<file path="src/rtl/cpu_pkg.sv">
// Shared CPU definitions: data width, default reset PC, fetch state encoding
// and opcode field constants used by the fetch unit, the control unit and benches.
package cpu_pkg;

  localparam int XLEN = 32;

  localparam logic [XLEN-1:0] DEFAULT_RESET_PC = 32'h0000_0000;

  typedef enum logic [1:0] {
    IDLE  = 2'd0,
    WAIT  = 2'd1,
    FAULT = 2'd2
  } fetch_state_e;

  // opcode[6:2] values of the base integer ISA
  localparam logic [4:0] OP_IMM = 5'b00100;
  localparam logic [4:0] LOAD   = 5'b00000;
  localparam logic [4:0] STORE  = 5'b01000;

  typedef struct packed {
    logic [XLEN-1:0] word;
    logic [XLEN-1:0] pc;
  } fetch_entry_t;

  // A 32-bit encoding always has its two lowest bits set
  function automatic logic is_rv32(input logic [XLEN-1:0] word);
    return word[1:0] == 2'b11;
  endfunction

endpackage

</file>
<file path="src/rtl/fetch_fifo.sv">
// Two-entry buffer of fetched {word, pc} pairs between instruction memory
// and the control unit. Flush is synchronous and empties the buffer.
module fetch_fifo
  import cpu_pkg::*;
#(
  parameter int              DEPTH    = 2,
  parameter logic [XLEN-1:0] RESET_PC = DEFAULT_RESET_PC
) (
  input  logic            clock,
  input  logic            reset,
  input  logic            flush,
  input  logic            push,
  input  logic [XLEN-1:0] push_word,
  input  logic [XLEN-1:0] push_pc,
  input  logic            pop,
  output logic [XLEN-1:0] head_word,
  output logic [XLEN-1:0] head_pc,
  output logic            full,
  output logic            empty
);

  fetch_entry_t mem_q [2];
  fetch_entry_t mem_d [2];
  logic         wr_ptr_q, wr_ptr_d;
  logic         rd_ptr_q, rd_ptr_d;
  logic [1:0]   count_q, count_d;
  logic         do_push, do_pop;

  assign full      = (count_q == 2'(DEPTH));
  assign empty     = (count_q == 2'd0);
  assign head_word = mem_q[rd_ptr_q].word;
  assign head_pc   = mem_q[rd_ptr_q].pc;

  // Next pointers, occupancy and storage; flush wins over push and pop
  always_comb begin
    mem_d    = mem_q;
    wr_ptr_d = wr_ptr_q;
    rd_ptr_d = rd_ptr_q;
    count_d  = count_q;
    do_push  = 1'b0;
    do_pop   = 1'b0;
    if (flush) begin
      wr_ptr_d = 1'b0;
      rd_ptr_d = 1'b0;
      count_d  = 2'd0;
    end else begin
      do_push = push && !full;
      do_pop  = pop && !empty;
      if (do_push) begin
        mem_d[wr_ptr_q] = '{word: push_word, pc: push_pc};
        wr_ptr_d        = ~wr_ptr_q;
      end
      if (do_pop) begin
        rd_ptr_d = ~rd_ptr_q;
      end
      case ({do_push, do_pop})
        2'b10:   count_d = count_q + 2'd1;
        2'b01:   count_d = count_q - 2'd1;
        default: count_d = count_q;
      endcase
    end
  end

  // Buffer registers; entries reset so the head reads as a zero word at RESET_PC
  always_ff @(posedge clock or negedge reset) begin
    if (!reset) begin
      for (int i = 0; i < 2; i++) begin
        mem_q[i] <= '{word: '0, pc: RESET_PC};
      end
      wr_ptr_q <= 1'b0;
      rd_ptr_q <= 1'b0;
      count_q  <= 2'd0;
    end else begin
      mem_q    <= mem_d;
      wr_ptr_q <= wr_ptr_d;
      rd_ptr_q <= rd_ptr_d;
      count_q  <= count_d;
    end
  end

endmodule

</file>
<file path="src/rtl/instr_fetch.sv">
// Instruction fetch unit: owns the fetch PC, issues word reads over a req/ack
// handshake, buffers returned words and hands them to the control unit.
module instr_fetch
  import cpu_pkg::*;
#(
  parameter logic [XLEN-1:0] RESET_PC = DEFAULT_RESET_PC,
  parameter int              DEPTH    = 2
) (
  input  logic        clock,
  input  logic        reset,
  output logic        imem_req,
  output logic [31:0] imem_addr,
  input  logic        imem_ack,
  input  logic [31:0] imem_rdata,
  output logic        instr_valid,
  input  logic        instr_ready,
  output logic [31:0] instruction,
  output logic [31:0] pc,
  input  logic        redirect,
  input  logic [31:0] redirect_pc,
  output logic        fault
);

  fetch_state_e state_q, state_d;
  logic         squash_q, squash_d;
  logic [31:0]  fetch_pc_q, fetch_pc_d;
  logic         req_q, req_d;
  logic [31:0]  addr_q, addr_d;
  logic         fault_q, fault_d;

  logic         ack_v;
  logic         redirect_bad;
  logic         hold_for_ack;
  logic         fifo_push, fifo_pop, fifo_flush;
  logic         fifo_full, fifo_empty;
  logic [31:0]  head_word, head_pc;

  // An ack only counts while a request is actually outstanding
  assign ack_v        = imem_ack && req_q;
  assign redirect_bad = (redirect_pc[1:0] != 2'b00);
  assign hold_for_ack = (state_q == WAIT) && !ack_v;

  fetch_fifo #(
    .DEPTH    (DEPTH),
    .RESET_PC (RESET_PC)
  ) u_fifo (
    .clock     (clock),
    .reset     (reset),
    .flush     (fifo_flush),
    .push      (fifo_push),
    .push_word (imem_rdata),
    .push_pc   (addr_q),
    .pop       (fifo_pop),
    .head_word (head_word),
    .head_pc   (head_pc),
    .full      (fifo_full),
    .empty     (fifo_empty)
  );

  // State and datapath registers
  always_ff @(posedge clock or negedge reset) begin
    if (!reset) begin
      state_q    <= IDLE;
      squash_q   <= 1'b0;
      fetch_pc_q <= RESET_PC;
      req_q      <= 1'b0;
      addr_q     <= RESET_PC;
      fault_q    <= 1'b0;
    end else begin
      state_q    <= state_d;
      squash_q   <= squash_d;
      fetch_pc_q <= fetch_pc_d;
      req_q      <= req_d;
      addr_q     <= addr_d;
      fault_q    <= fault_d;
    end
  end

  // Next state; redirect overrides everything, a live request is squashed rather than dropped
  always_comb begin
    state_d  = state_q;
    squash_d = squash_q;
    if (redirect) begin
      if (hold_for_ack) begin
        state_d  = WAIT;
        squash_d = 1'b1;
      end else begin
        state_d  = redirect_bad ? FAULT : IDLE;
        squash_d = 1'b0;
      end
    end else begin
      case (state_q)
        IDLE: begin
          if (!fifo_full) begin
            state_d = WAIT;
          end
        end
        WAIT: begin
          if (ack_v) begin
            squash_d = 1'b0;
            if (squash_q) begin
              state_d = fault_q ? FAULT : IDLE;
            end else begin
              state_d = is_rv32(imem_rdata) ? IDLE : FAULT;
            end
          end
        end
        FAULT:   state_d = FAULT;
        default: state_d = IDLE;
      endcase
    end
  end

  // Request, address, fetch PC and fault updates that accompany each transition
  always_comb begin
    fetch_pc_d = fetch_pc_q;
    req_d      = req_q;
    addr_d     = addr_q;
    fault_d    = fault_q;
    if (redirect) begin
      fetch_pc_d = redirect_pc;
      fault_d    = redirect_bad;
      req_d      = hold_for_ack;
    end else begin
      case (state_q)
        IDLE: begin
          if (!fifo_full) begin
            req_d  = 1'b1;
            addr_d = fetch_pc_q;
          end
        end
        WAIT: begin
          if (ack_v) begin
            req_d = 1'b0;
            if (!squash_q) begin
              fetch_pc_d = fetch_pc_q + 32'd4;
              if (!is_rv32(imem_rdata)) begin
                fault_d = 1'b1;
              end
            end
          end
        end
        default: begin
          req_d = 1'b0;
        end
      endcase
    end
  end

  // Buffer control and port outputs
  always_comb begin
    fifo_flush  = redirect;
    fifo_push   = !redirect && (state_q == WAIT) && ack_v && !squash_q && is_rv32(imem_rdata);
    fifo_pop    = !redirect && !fifo_empty && instr_ready;
    imem_req    = req_q;
    imem_addr   = addr_q;
    fault       = fault_q;
    instr_valid = !fifo_empty;
    instruction = head_word;
    pc          = head_pc;
  end

endmodule
</file>
<file path="config.mk">
export PLATFORM = sky130hd
export DESIGN_NAME = instr_fetch
export DESIGN_NICKNAME = d
export VERILOG_FILES = /design/src/rtl/cpu_pkg.sv /design/src/rtl/fetch_fifo.sv /design/src/rtl/instr_fetch.sv
export SDC_FILE = /design/constraint.sdc
export NUM_CORES = 1
export LEC_CHECK = 0
export CAP_MARGIN = 40
export CORE_MARGIN = 2
export CORE_UTILIZATION = 49
export CTS_BUF_LIST = sky130_fd_sc_hd__clkbuf_2
export DETAILED_ROUTE_END_ITERATION = 16
export HOLD_SLACK_MARGIN = 0.06
export PLACE_DENSITY = 0.78
export SLEW_MARGIN = 10
export SYNTH_ARGS = -nofsm -noshare
export SYNTH_HDL_FRONTEND = slang
export SYNTH_HIERARCHICAL = 1
export SYNTH_SLANG_ARGS = --single-unit
</file>
<file path="constraint.sdc">
create_clock -name clock -period 3.29 [get_ports clock]
set_clock_uncertainty 0.2 [all_clocks]
set_input_delay 0.329 -clock clock [delete_from_list [all_inputs] [get_ports clock]]
set_output_delay 0.329 -clock clock [all_outputs]
set_load 0.02 [all_outputs]
</file>
### Word level (Yosys, flattened, before mapping)

Index checks and enable logic that the tools add are counted.

| cells by class | value |
|---|---|
| eq/ne operators | 10 |
| reductions and logical operators | 30 |
| mux-type cells | 37 |
| bitwise operators | 6 |
| magnitude comparators | 3 |
| $add $sub $neg | 3 |

Operator list:

| kind | number |
|---|---|
| 64-bit two-way mux | 4 |
| 128-bit bitwise mux | 1 |
| 32-bit two-way mux | 4 |
| 64-bit demux with 1-bit select | 1 |
| 32-bit by 3-bit adder with 32-bit output, second input constant | 1 |
| 2-bit two-way mux | 9 |
| 1-bit two-way mux | 15 |
| 1-bit logical AND | 11 |
| 2-bit nonzero test | 5 |
| 2-bit == test, second input constant | 4 |
| 3-bit != test, second input constant | 2 |
| 2-bit one-hot mux with 3 select lines | 1 |
| 2-bit AND reduction | 3 |
| 3-bit AND reduction | 2 |
| 1-bit logical NOT | 5 |
| 2-bit by 1-bit == test with 1-bit output, second input constant | 2 |
| 2-bit >= comparator, second input constant | 2 |
| 2-bit logical NOT | 2 |
| 2-bit != test, second input constant | 2 |
| 1-bit inverter | 4 |
| 1-bit inverter with 2-bit output | 2 |
| 2-bit one-hot mux with 2 select lines | 1 |
| 4-bit AND reduction | 1 |
| 3-bit nonzero test | 1 |
| 4 further kinds | 4 |

| word-level totals | value |
|---|---|
| input bits | 69 |
| register bits | 201 |
| logic and storage cells | 102 |

### Depth between registers and ports, before layout

| depth | value |
|---|---|
| word-level depth | 9 |
| mapped depth | 11 |

### Cells and area by module

The synthesis kept the hierarchy.

By module, submodules not included:

| module | sequential area each (µm²) | cells each | times used | area an instance (µm²) |
|---|---|---|---|---|
| fetch_fifo | 3303.2 | 364 | 1 | 5957.0 |
| instr_fetch | 1726.7 | 339 | 1 | 3497.1 |

### Worst setup path after synthesis

Ideal clock, no wire load.

| timing | value |
|---|---|
| path kind | reg-to-reg |
| start | register state_q[1] |
| end | register u_fifo/mem_q[10] (netlist name) |
| stages on the path, launching flop included | 12 |
| data arrival time | 2.925 ns |
| required time | 2.965 ns |
| library setup time | 0.125 ns |
| path slack | 0.040 ns |
| cell sequence | dfrtp_1 > buf_6 > nand4b_1 > buf_2 > or2_2 > buf_2 > nor3_1 > inv_1 > or4b_1 > buf_4 > buf_6 > mux2_4 |

| between the ends | value |
|---|---|
| word-level cells in the longest chain between the ends | 7 |

Ends and longest elaborated chain:

| element | RTL line | RTL |
|---|---|---|
| start, declared | instr_fetch.sv:24 | `fetch_state_e state_q, state_d;` |
| start signal, assigned | instr_fetch.sv:70 | `state_q <= state_d;` |
| 2-bit by 1-bit == test with 1-bit output | instr_fetch.sv:153 | `fifo_push = !redirect && (state_q == WAIT) && ack_v && !squash_q && is_rv32(imem_rdata);` |
| 1-bit logical AND (4 in a row) | instr_fetch.sv:153 |  |
| via fifo_push | instr_fetch.sv:34 | `logic fifo_push, fifo_pop, fifo_flush;` |
| 1-bit logical AND | fetch_fifo.sv:47 | `do_push = push && !full;` |
| 2-bit AND reduction (no line) | -- |  |
| end signal, assigned by index | fetch_fifo.sv:68 | `mem_q[i] <= '{word: '0, pc: RESET_PC};` |
| end signal, assigned | fetch_fifo.sv:74 | `mem_q <= mem_d;` |
| end, declared | fetch_fifo.sv:22 | `fetch_entry_t mem_q [2];` |

The timed path passes the listed nets, and every way through them passes these cells.
A chain may end at the register's enable or synchronous reset.

### Worst setup path in the final report

| timing | value |
|---|---|
| start | input port imem_ack |
| end | register u_fifo/mem_q[33] (netlist name) |

| between the ends | value |
|---|---|
| word-level cells in the longest chain between the ends | 6 |

Ends and longest elaborated chain:

| element | RTL line | RTL |
|---|---|---|
| start, declared | instr_fetch.sv:13 | `input logic imem_ack,` |
| 1-bit logical AND | instr_fetch.sv:39 | `assign ack_v = imem_ack && req_q;` |
| 1-bit logical AND (3 in a row) | instr_fetch.sv:153 |  |
| via fifo_push | instr_fetch.sv:34 |  |
| 1-bit logical AND | fetch_fifo.sv:47 |  |
| 2-bit AND reduction (no line) | -- |  |

The timed path passes the listed nets, and every way through them passes these cells.

==> impl_metrics.csv <==
group,metric,value,unit
outcome,status,"finished clean",
final_layout,drive_above_1_share,0.3293,
floorplanning,num_rows,50,
min_path,hp-class,"input pin to flop",
detailed_routing,vias_per_cell,5.323,
clock_tree,clkTransAtPathRegs,100,ps
global_routing,antenna_found_initial,2,
global_routing,grt_pass1_vias,6895,
detailed_routing,wl_per_cell,17.53,µm
logic_synthesis,syn-num-nets,773,
power,cellLeakagePower,0.005794,µW
floorplanning,die_h,142.9,µm
logic_synthesis,synth.avg_cell_area,13.45,µm²
clock_tree,cts_max_level,2,
worst_setup_path,cp-start-kind,"input pin",
floorplanning,ios,168,
logic_synthesis,synthCells,703,
worst_setup_path,path_max_fanout,45,
detailed_routing,drt_pass1_iterations,4,
logic_synthesis,synth_edf_count,0,
sta,max_freq,329.8,MHz
clock_tree,clock_latency,800,ps
logic_synthesis,synth_area,0.009454,mm²
logic_synthesis,yosysSeqAreaShare,0.5320,
global_routing,gr-total-overflow,0,
floorplanning,die_area,0.02042,mm²
placed_design,place_hpwl,13840,µm
global_routing,grt_pass1_wl,35960,µm
detailed_routing,drt_iter0_markers,379,
logic_synthesis,ys_async_sr_fraction,1.000,
worst_setup_path,critPathKind,"input pin to flop",
final_layout,mostFrequentLayoutCell,"dfrtp_1",
placed_design,routabilityCongestion,0.8468,
clock_tree,cts_inserted_buffers,53,
sta,finalSetupViolCount,0,
power,p_per_area,476.5,mW/mm²
worst_setup_path,end_kind,"flop",
floorplanning,dieWidth,142.9,µm
detailed_routing,vias,6717,
worst_setup_path,arrival,3470,ps
worst_setup_path,critPathRequiredTime,3730,ps
logic_synthesis,synthFlopType,"dfrtp_1",
sta,relSlewSlack,0.4703,
clock_tree,root_buffer,"clkbuf_2",
sta,tns,0,ps
logic_synthesis,synth_cell_type_count,51,
floorplanning,initial_utilization,0.5021,
placed_design,numPortBuffers,167,
floorplanning,core,0.01883,mm²
sta,period_share,0.9216,
detailed_routing,drcViolationCount,0,
sta,hold_viol_final,0,
flow_run,drv_cap,0,
logic_synthesis,synth-seq-cells,201,
sta,tightestPinTransition,794.5,ps
clock_tree,clock_sinks,201,
global_routing,grt_usage,0.2210,
final_layout,fill_cells,1406,
final_layout,nNetsFinal,1039,
final_layout,layout_common_cells,"dfrtp_1 (200), clkdlybuf4s50_1 (166), mux2_2 (161)",
sta,rsz0062_at_grt,"false",
final_layout,area_growth,32.61,%
detailed_routing,ant_nets,0,
clock_tree,cts_tree,"built",
sta,holdWs,185.9,ps
sta,slew_violations,0,
detailed_routing,wl,22130,µm
power,irDropWorstVdd,0.3252,mV
global_routing,grt_max_degree,91,
clock_tree,clockBufferDepth,3,
logic_synthesis,ys_warn_count,6,
sta,layout_min_cycle_time,3032,ps
==> cells by family after synthesis <==
| family | Yosys count | share of synthesized area |
|---|---|---|
| AO/OA/AOI/OAI | 75 | 0.05095 |
| adder cells (fa/ha/maj) | 1 | 0.001323 |
| buffers and inverters | 55 | 0.03084 |
| flip-flops | 201 | 0.5320 |
| AND/OR/NAND/NOR | 137 | 0.08431 |
| XOR/XNOR | 7 | 0.006485 |
| multiplexers | 227 | 0.2941 |
==> flip-flops by register name, summed over array words and instances (netlist names) <==
register,count
u_fifo/mem_q,128
u_fifo/rd_ptr_q,1
u_fifo/wr_ptr_q,1
squash_q,1
state_q,2
fetch_pc_q,32
u_fifo/count_q,2
imem_req,1
imem_addr,32
fault,1
==> cell usage after synthesis, drive strengths merged, types with 4 or more instances <==
cell type  count  area share
mux2         226        0.29
o31ai         15       0.012
clkbuf        22      0.0087
nor4           9      0.0075
or4           20       0.016
and3           4      0.0026
nand2         22      0.0087
nand3         17      0.0090
inv           10      0.0040
buf           23       0.018
nor2b          4      0.0029
o21ai         17      0.0090
nand4         10      0.0073
or3            6      0.0040
nor2          25      0.0099
a21oi         11      0.0058
dfrtp        201        0.53
a31oi         18       0.012
nor3           4      0.0021
xnor2          5      0.0046
==> power breakdown <==
group	internal, µW	leakage (µW)	switching (µW)
clock network	587	0.000327	973
registers	2720	0.00263	310
logic	755	0.00283	625
total	4070	0.00579	1910
==> final timing paths <==
check / start / to / slack (ps) / depth (start not counted)
worst max-delay path: imem_ack / u_fifo/mem_q[33] / 260 / 10
worst min-delay path: imem_rdata[1] / u_fifo/mem_q[97] / 190 / 3
min in group asynchronous: reset / fetch_pc_q[15] / 530 / 3
worst max register to register: state_q[0] / u_fifo/mem_q[33] / 300 / 8
max in group asynchronous: reset / u_fifo/mem_q[127] / 1580 / 4
worst min register to register: u_fifo/mem_q[109] / u_fifo/mem_q[109] / 290 / 1
==> through the flow <==
| step | total power [µW] | cell area (µm²) | std cells | utilization | worst slack (ps) |
|---|---|---|---|---|---|
| after floorplan | 3646 | 9454 | 703 | - | 40.25 |
| after global placement | 4391 | 11430 | 1106 | 0.6071 | 58.03 |
| after detailed placement | 4413 | 11430 | 1106 | 0.6071 | 53.62 |
| after CTS | 6071 | 12510 | 1257 | 0.6644 | 37.53 |
| after global routing | 6323 | 12530 | 1261 | 0.6656 | 113.3 |
| final | 5974 | 12540 | 1262 | 0.6658 | 257.9 |
==> layer usage <==
metal | vias to the layer above | share of wire | track usage
met2 | 196 | 0.48 | 0.3538
met1 | 3319 | 0.45 | 0.2985
li1 | 3159 | - | -
met3 | 43 | 0.054 | 0.04930
met4 | 0 | 0.022 | 0.07556
met5 | - | 0 | 0
==> critical path: stages <==
cell and delay [ps]:
dlygate4sd3_1 520, clkdlybuf4s50_1 530, nand4b_1 120, or2_2 300
nor3_1 230, buf_4 170, inv_1 90, or4b_4 550
buf_12 220, mux2_4 350
==> cell type report <==
type	instances	area, µm²	share of cell area
diodes	3	7.507	0.0005988
clock buffers	73	365.4	0.02914
clock inverters	12	46.29	0.003693
inverters	10	37.54	0.002994
multi-input cells	447	4143	0.3304
flip-flops and latches	201	5034	0.4015
well taps	260	325.3	0.02595
repair buffers	256	2579	0.2057
==> timing repair <==
| item | 4_1_cts | 5_1_grt |
|---|---|---|
| setup endpoints to repair | 38 | 21 |
| buffers inserted | 0 | 2 |
| gates resized for setup | 2 | 1 |
| hold endpoints to repair | 295 | 0 |
| hold buffers | 66 | 0 |
Power figures use the tool's default switching activity.
